===== src/rtl/mux_arb_pkg.sv =====
// ============================================================================
// Module   : mux_arb_pkg
// Brief    : Shared constants, select type and pointer helper for the
//            round-robin mux arbiter family.
// Revision : 1.0 - initial release
// ============================================================================
`default_nettype none

package mux_arb_pkg;

    localparam int N_DEFAULT     = 4;
    localparam int WIDTH_DEFAULT = 2;
    localparam int CNT_W         = 8;
    localparam int SEL_W         = $clog2(N_DEFAULT);

    typedef logic [SEL_W-1:0] sel_t;

    // Priority pointer moves to the lane just after the winner.
    function automatic sel_t next_ptr(input sel_t g);
        return sel_t'((int'(g) + 1) % N_DEFAULT);
    endfunction

endpackage

`default_nettype wire


===== src/rtl/rr_pick.sv =====
// ============================================================================
// Module   : rr_pick
// Brief    : Combinational round-robin pick: rotate requests by ptr, take the
//            lowest set bit, rotate the index back. Library-reusable.
// Revision : 1.0 - initial release
// ============================================================================
`default_nettype none

module rr_pick #(
    parameter  int N     = 4,
    localparam int SEL_W = $clog2(N)
) (
    input  logic [N-1:0]     V,
    input  logic [SEL_W-1:0] ptr,
    output logic [SEL_W-1:0] g,
    output logic             hit
);

    logic [2*N-1:0]   w_dbl;
    logic [N-1:0]     w_rot;
    logic [SEL_W-1:0] w_idx;

    // Bit j of w_rot is lane (ptr + j) mod N.
    assign w_dbl = {V, V};
    assign w_rot = w_dbl[ptr +: N];

    always_comb begin
        w_idx = '0;
        for (int j = N - 1; j >= 0; j--) begin
            if (w_rot[j]) begin
                w_idx = SEL_W'(j);
            end
        end
    end

    // N is a power of two, so the SEL_W-bit sum wraps modulo N.
    assign g   = ptr + w_idx;
    assign hit = |V;

endmodule

`default_nettype wire


===== src/rtl/mux_rr_arbiter.sv =====
// ============================================================================
// Module   : mux_rr_arbiter
// Brief    : Round-robin arbiter sharing one N:1 mux into a registered
//            valid/ready output stage. Optional grant counters are enabled
//            with the macro MUX_RR_ARBITER_STATS_EN.
// Revision : 1.0 - initial release
// ============================================================================
`default_nettype none

module mux_rr_arbiter
    import mux_arb_pkg::*;
#(
    parameter  int N     = N_DEFAULT,
    parameter  int WIDTH = WIDTH_DEFAULT,
    localparam int SEL_W = $clog2(N)
) (
    input  logic               CLK,
    input  logic               ASYNCRESET,
    input  logic [N*WIDTH-1:0] I,
    input  logic [N-1:0]       V,
    output logic [N-1:0]       R,
    output logic [WIDTH-1:0]   O,
    output logic [SEL_W-1:0]   S,
    output logic               O_valid,
`ifdef MUX_RR_ARBITER_STATS_EN
    input  logic               CNT_CLR,
    output logic [N*CNT_W-1:0] GRANT_CNT,
`endif
    input  logic               O_ready
);

    logic [SEL_W-1:0] r_ptr;
    logic [WIDTH-1:0] r_o;
    logic [SEL_W-1:0] r_s;
    logic             r_valid;

    logic [SEL_W-1:0] w_g;
    logic [SEL_W-1:0] w_ptr_nxt;
    logic             w_hit;
    logic             w_acc;
    logic             w_load;
    logic [WIDTH-1:0] w_lane;

    rr_pick #(
        .N   (N)
    ) u_pick (
        .V   (V),
        .ptr (r_ptr),
        .g   (w_g),
        .hit (w_hit)
    );

    generate
        if (SEL_W == mux_arb_pkg::SEL_W) begin : g_pkg_ptr
            assign w_ptr_nxt = next_ptr(w_g);
        end else begin : g_gen_ptr
            assign w_ptr_nxt = w_g + SEL_W'(1);
        end
    endgenerate

    assign w_acc  = !r_valid || O_ready;
    assign w_load = w_acc && w_hit;
    assign w_lane = I[w_g*WIDTH +: WIDTH];

    // Grant is gated by reset so no requester sees a handshake while held.
    always_comb begin
        R = '0;
        if (w_load && !ASYNCRESET) begin
            R[w_g] = 1'b1;
        end
    end

    always_ff @(posedge CLK or posedge ASYNCRESET) begin
        if (ASYNCRESET) begin
            r_o     <= '0;
            r_s     <= '0;
            r_valid <= 1'b0;
            r_ptr   <= '0;
        end else if (w_load) begin
            r_o     <= w_lane;
            r_s     <= w_g;
            r_valid <= 1'b1;
            r_ptr   <= w_ptr_nxt;
        end else if (w_acc) begin
            r_valid <= 1'b0;
        end
    end

    assign O       = r_o;
    assign S       = r_s;
    assign O_valid = r_valid;

`ifdef MUX_RR_ARBITER_STATS_EN
    logic [N-1:0][CNT_W-1:0] r_cnt;

    always_ff @(posedge CLK or posedge ASYNCRESET) begin
        if (ASYNCRESET) begin
            r_cnt <= '0;
        end else if (CNT_CLR) begin
            r_cnt <= '0;
        end else begin
            for (int k = 0; k < N; k++) begin
                if (V[k] && R[k] && (r_cnt[k] != '1)) begin
                    r_cnt[k] <= r_cnt[k] + CNT_W'(1);
                end
            end
        end
    end

    assign GRANT_CNT = r_cnt;
`endif

endmodule

`default_nettype wire


===== config.mk =====
export PLATFORM = sky130hd
export DESIGN_NAME = mux_rr_arbiter
export DESIGN_NICKNAME = d
export VERILOG_FILES = /design/src/rtl/mux_arb_pkg.sv /design/src/rtl/rr_pick.sv /design/src/rtl/mux_rr_arbiter.sv
export SDC_FILE = /design/constraint.sdc
export NUM_CORES = 1
export LEC_CHECK = 0
export ABC_CLOCK_PERIOD_IN_PS = 2400
export CAP_MARGIN = 20
export CORE_MARGIN = 5
export CORE_UTILIZATION = 37
export CTS_BUF_LIST = sky130_fd_sc_hd__clkbuf_4 sky130_fd_sc_hd__clkbuf_8
export CTS_CLUSTER_SIZE = 20
export DETAILED_ROUTE_END_ITERATION = 6
export PLACE_DENSITY = 0.71
export SYNTH_ARGS = -nofsm -noshare
export SYNTH_HDL_FRONTEND = slang
export SYNTH_SLANG_ARGS = --single-unit

===== constraint.sdc =====
create_clock -name CLK -period 2.4 [get_ports CLK]
set_input_delay 0.48 -clock CLK [delete_from_list [all_inputs] [get_ports CLK]]
set_output_delay 0.48 -clock CLK [all_outputs]
set_load 0.02 [all_outputs]

==> summary.txt <==
Placed design
  • RePlAce Congestion: 0.747
  • DP HPWL: 1.49 mm
  • Placed cell count: 137
  • Port bufs: 23

Logic synthesis
  • Cell type with the largest total area after synthesis: dfrtp_1
  • Synth top area cells: dfrtp_1 26%, mux2_2 6.8%, nand2_1 6.8%, mux2i_1 4.5%, xor3_4 4.1%
  • Share of the synthesized area in the top cell type: 0.264
  • Number of flip-flops and latches in the synthesized netlist: 7
  • Post-synth net total: 89
  • Fraction of the yosys area taken by sequential cells: 0.264
  • Gate Count Post-Synth: 73
  • Count of cell types in the netlist: 31
  • Mapped Avg Cell Area: 9.10 µm²
  • Post-synthesis cell area: 664 µm²
  • Yosys warnings: 0

Floorplanning
  • Die width: 52.4 µm
  • Initial standard-cell utilization of the core: 0.389
  • Number of rows in the core area: 15
  • Core ar.: 1710 µm²
  • Total I/O pin count: 24
  • Overall die height: 52.4 µm
  • Die footprint: 2740 µm²

Worst setup path
  • Delay-heaviest family, CP: buffers and inverters
  • Delay of the slowest cell on the worst path: 0.43 ns
  • Flop2flop setup slack: 0.12 ns
  • Critical Path Source Type: flop
  • Data required, critical path: 1.92 ns
  • Type of the worst setup path: flop to output port
  • Dominant cell type by count on the critical path: buf_4
  • Worst Setup End Kind: output port
  • Worst R2R End: O[0]
  • Critical path cell sequence: inv_2 > buf_4 > buf_4 > mux2i_2 > o311ai_4 > buf_6 > xnor2_4 > xor2_4 > nor3_2 > buf_4
  • Source of the worst register-to-register timing path: r_ptr[0]
  • Data arrival time of the critical path: 2.20 ns
  • Count of buffer and inverter cells on the critical path: 5
  • Depth of the worst register-to-register path: 10
  • Cell at the slowest stage of the critical path: dfrtp_2
  • Critical path peak fanout: 7

GRT
  • Total Routing Usage GR: 0.164
  • Pin count of the biggest net entering global routing: 8
  • Initial antenna violation count: 0
  • Vias in the first global route: 800
  • Remaining global-route overflow: 0
  • Global-route wire length before repair: 3.27 mm

CTS
  • CTS tree: built
  • Insertion delay of the later-clocked pin in the worst-skew pair: 0.26 ns
  • Maximum clock path buffer count: 2
  • TritonCTS buffer count: 3
  • CTS root buffer: clkbuf_4
  • CTS clock-pin slew for the worst setup and hold paths: 0.06 ns
  • Number of buffers added to fix hold violations after cts: 0
  • Total clock sinks: 7
  • # H-tree levels: 1

Finish
  • Total area of sequential cells: 178 µm²
  • Share of post-route cells with drive strength above 1: 0.500
  • Filler cells: 139
  • Leading cell types in the layout, fill and taps excluded: 25 x buf_4, 15 x clkdlybuf4s50_1, 12 x nand2_1
  • Post-Layout Cell Count: 147
  • Number of diodes: 0
  • Final Net Count: 139
  • Most common cell after layout, fill and taps aside: buf_4
  • Synthesis-to-finish area growth: 84.6%
  • Combined area of the multi-input logic cells: 546 µm²

Job
  • Number of violations of the max-capacitance limit: 0

STA
  • Remaining max-slew budget at the tightest pin: 0.782
  • Final number of hold-violating endpoints: 0
  • Fmax: 373 MHz
  • Crit path setup slack, layout: -0.284 ns
  • Final Max Slew Viols: 0
  • Skew final: 0.00443 ns
  • Period utilisation layout: 1.12
  • Transition time at the pin with the least slew margin: 0.327 ns
  • Number of setup violations in the final report: 4
  • Unrepaired setup endpoints after global routing: true
  • Crit path time final: 2.68 ns
  • WHS: 0.476 ns

Drt
  • Number of nets still failing antenna checks after routing: 0
  • Post-Route WL: 1.96 mm
  • Number of design-rule violations left by the first detailed-router iteration: 5
  • Number of vias in the routed layout: 741
  • Pre-antenna DRT Iters: 3
  • Drc violations: 0
  • Final routed wire length divided by cell count: 13.3 µm
  • Vias per inst: 5.04

Power
  • Total leakage power: 0.543 nW
  • Net Sw Power: 0.727 mW
  • Switching Share: 0.415
  • Clock network fraction of total power: 0.072
  • Worst IR Drop VDD: 0.838 mV
  • Share of power burned in combinational logic: 0.802
  • Power per cell area: 1430 nW/µm²
  • Register share of total power: 0.126
  • Internal Dissipation: 1.02 mW

Worst hold path
  • Hold path startpoint: S[0]
  • End point of the worst hold path: S[0]
  • Hold path cells: 2
  • Worst hold path type: flop to flop

Outcome
  • Outcome: complete, but fails checks
  • Violated checks: negative setup slack
==> sequential cells by signal, summed over array words and instances (netlist names) <==
register / cells
O: 2
O_valid: 1
S: 2
r_ptr: 2
==> timing repair <==
item                       4_1_cts  5_1_grt
resized for setup               40       13
buffers inserted                 2        5
pin swaps                        4        5
hold endpoints to repair         0        0
setup endpoints to repair        7        6
==> power groups by stage <==
stage / Clock, mW / Combinational, mW / Sequential (mW)
after floorplan: 0 / 0.709 / 0.243
after global placement: 0 / 1.14 / 0.220
after detailed placement: 0 / 1.18 / 0.221
after CTS: 0.130 / 1.26 / 0.223
after global routing: 0.134 / 1.51 / 0.227
final: 0.126 / 1.40 / 0.221
==> worst max-delay path by stage <==
stage                         from   end  slack [ns]  cells past startpoint
final                     r_ptr[0]  R[3]       -0.28                     10
after global routing      r_ptr[0]  R[2]       -0.41                     10
after CTS                 r_ptr[0]  R[0]       -0.40                      9
after detailed placement      V[0]  R[1]       -1.25                      8
after global placement        V[0]  R[1]       -1.14                      8
after floorplan               V[0]  R[1]       -0.07                      6
==> per-stage QoR <==
step           power, mW  TNS, ns  area, µm²  worst slack, ns  utilization
4_1_cts             1.61    -1.38       1160           -0.398        0.681
5_1_grt             1.87    -1.50       1230           -0.409        0.718
2_1_floorplan      0.951   -0.148        714          -0.0712            -
3_5_place_dp        1.40    -7.10       1090            -1.25        0.639
6_report            1.75    -1.06       1230           -0.284        0.718
3_3_place_gp        1.36    -6.10       1090            -1.14        0.639
==> synth_stat cells <==
master / instances
nand3_1: 1
nor4_2: 1
o311ai_4: 1
o221ai_1: 2
a221oi_1: 2
xor3_4: 1
or2b_1: 2
o21ai_2: 1
mux2i_1: 3
a21oi_1: 1
o21ai_0: 3
nor2_1: 6
xnor2_2: 1
dfrtp_1: 7
o22ai_1: 3
clkbuf_2: 1
a21boi_0: 2
mux2_2: 4
and4b_1: 1
buf_6: 2
buf_4: 1
and2b_2: 1
and3b_1: 1
nor4_1: 1
nor3_1: 3
xor2_1: 2
nand2_1: 12
inv_1: 4
ha_1: 1
or4_4: 1
nand2b_1: 1
==> routing by layer <==
metal  wire, µm  share of wire  GRT usage  vias to the layer above
met4         51          0.026      0.106                        0
met1        764           0.39      0.175                      351
met3        131          0.067     0.0427                        5
li1           -              -          -                      363
met5          0              0          0                        -
met2       1010           0.52      0.281                       22
==> cells by family (layout without fill, tap and decap cells) <==
family | Yosys count | in the layout | synth area share
compound gates | 15 | 15 | 0.186
flops | 7 | 7 | 0.264
fa+ha+maj | 1 | 1 | 0.0188
buf+inv | 8 | 57 | 0.0753
simple gates | 31 | 31 | 0.250
xor+xnor | 4 | 4 | 0.0923
mux | 7 | 7 | 0.113
==> worst reg2reg max path, stage by stage (launching register included) <==
cell	delay, ns
dfrtp_2	0.43
inv_2	0.06
nand2_1	0.05
o22ai_1	0.07
o21ai_1	0.17
o221ai_2	0.14
ha_4	0.20
xor3_4	0.49
buf_4	0.17
a221oi_1	0.25
o22ai_1	0.12
==> cell type report <==
class                      instances  area share
clock buffer                       4      0.0245
sequential                         7       0.145
multi-input combinational         58       0.445
inverter                           4      0.0122
tap                               25      0.0255
timing repair buffer              49       0.348
Note: power is estimated with default switching activity, not from simulation.
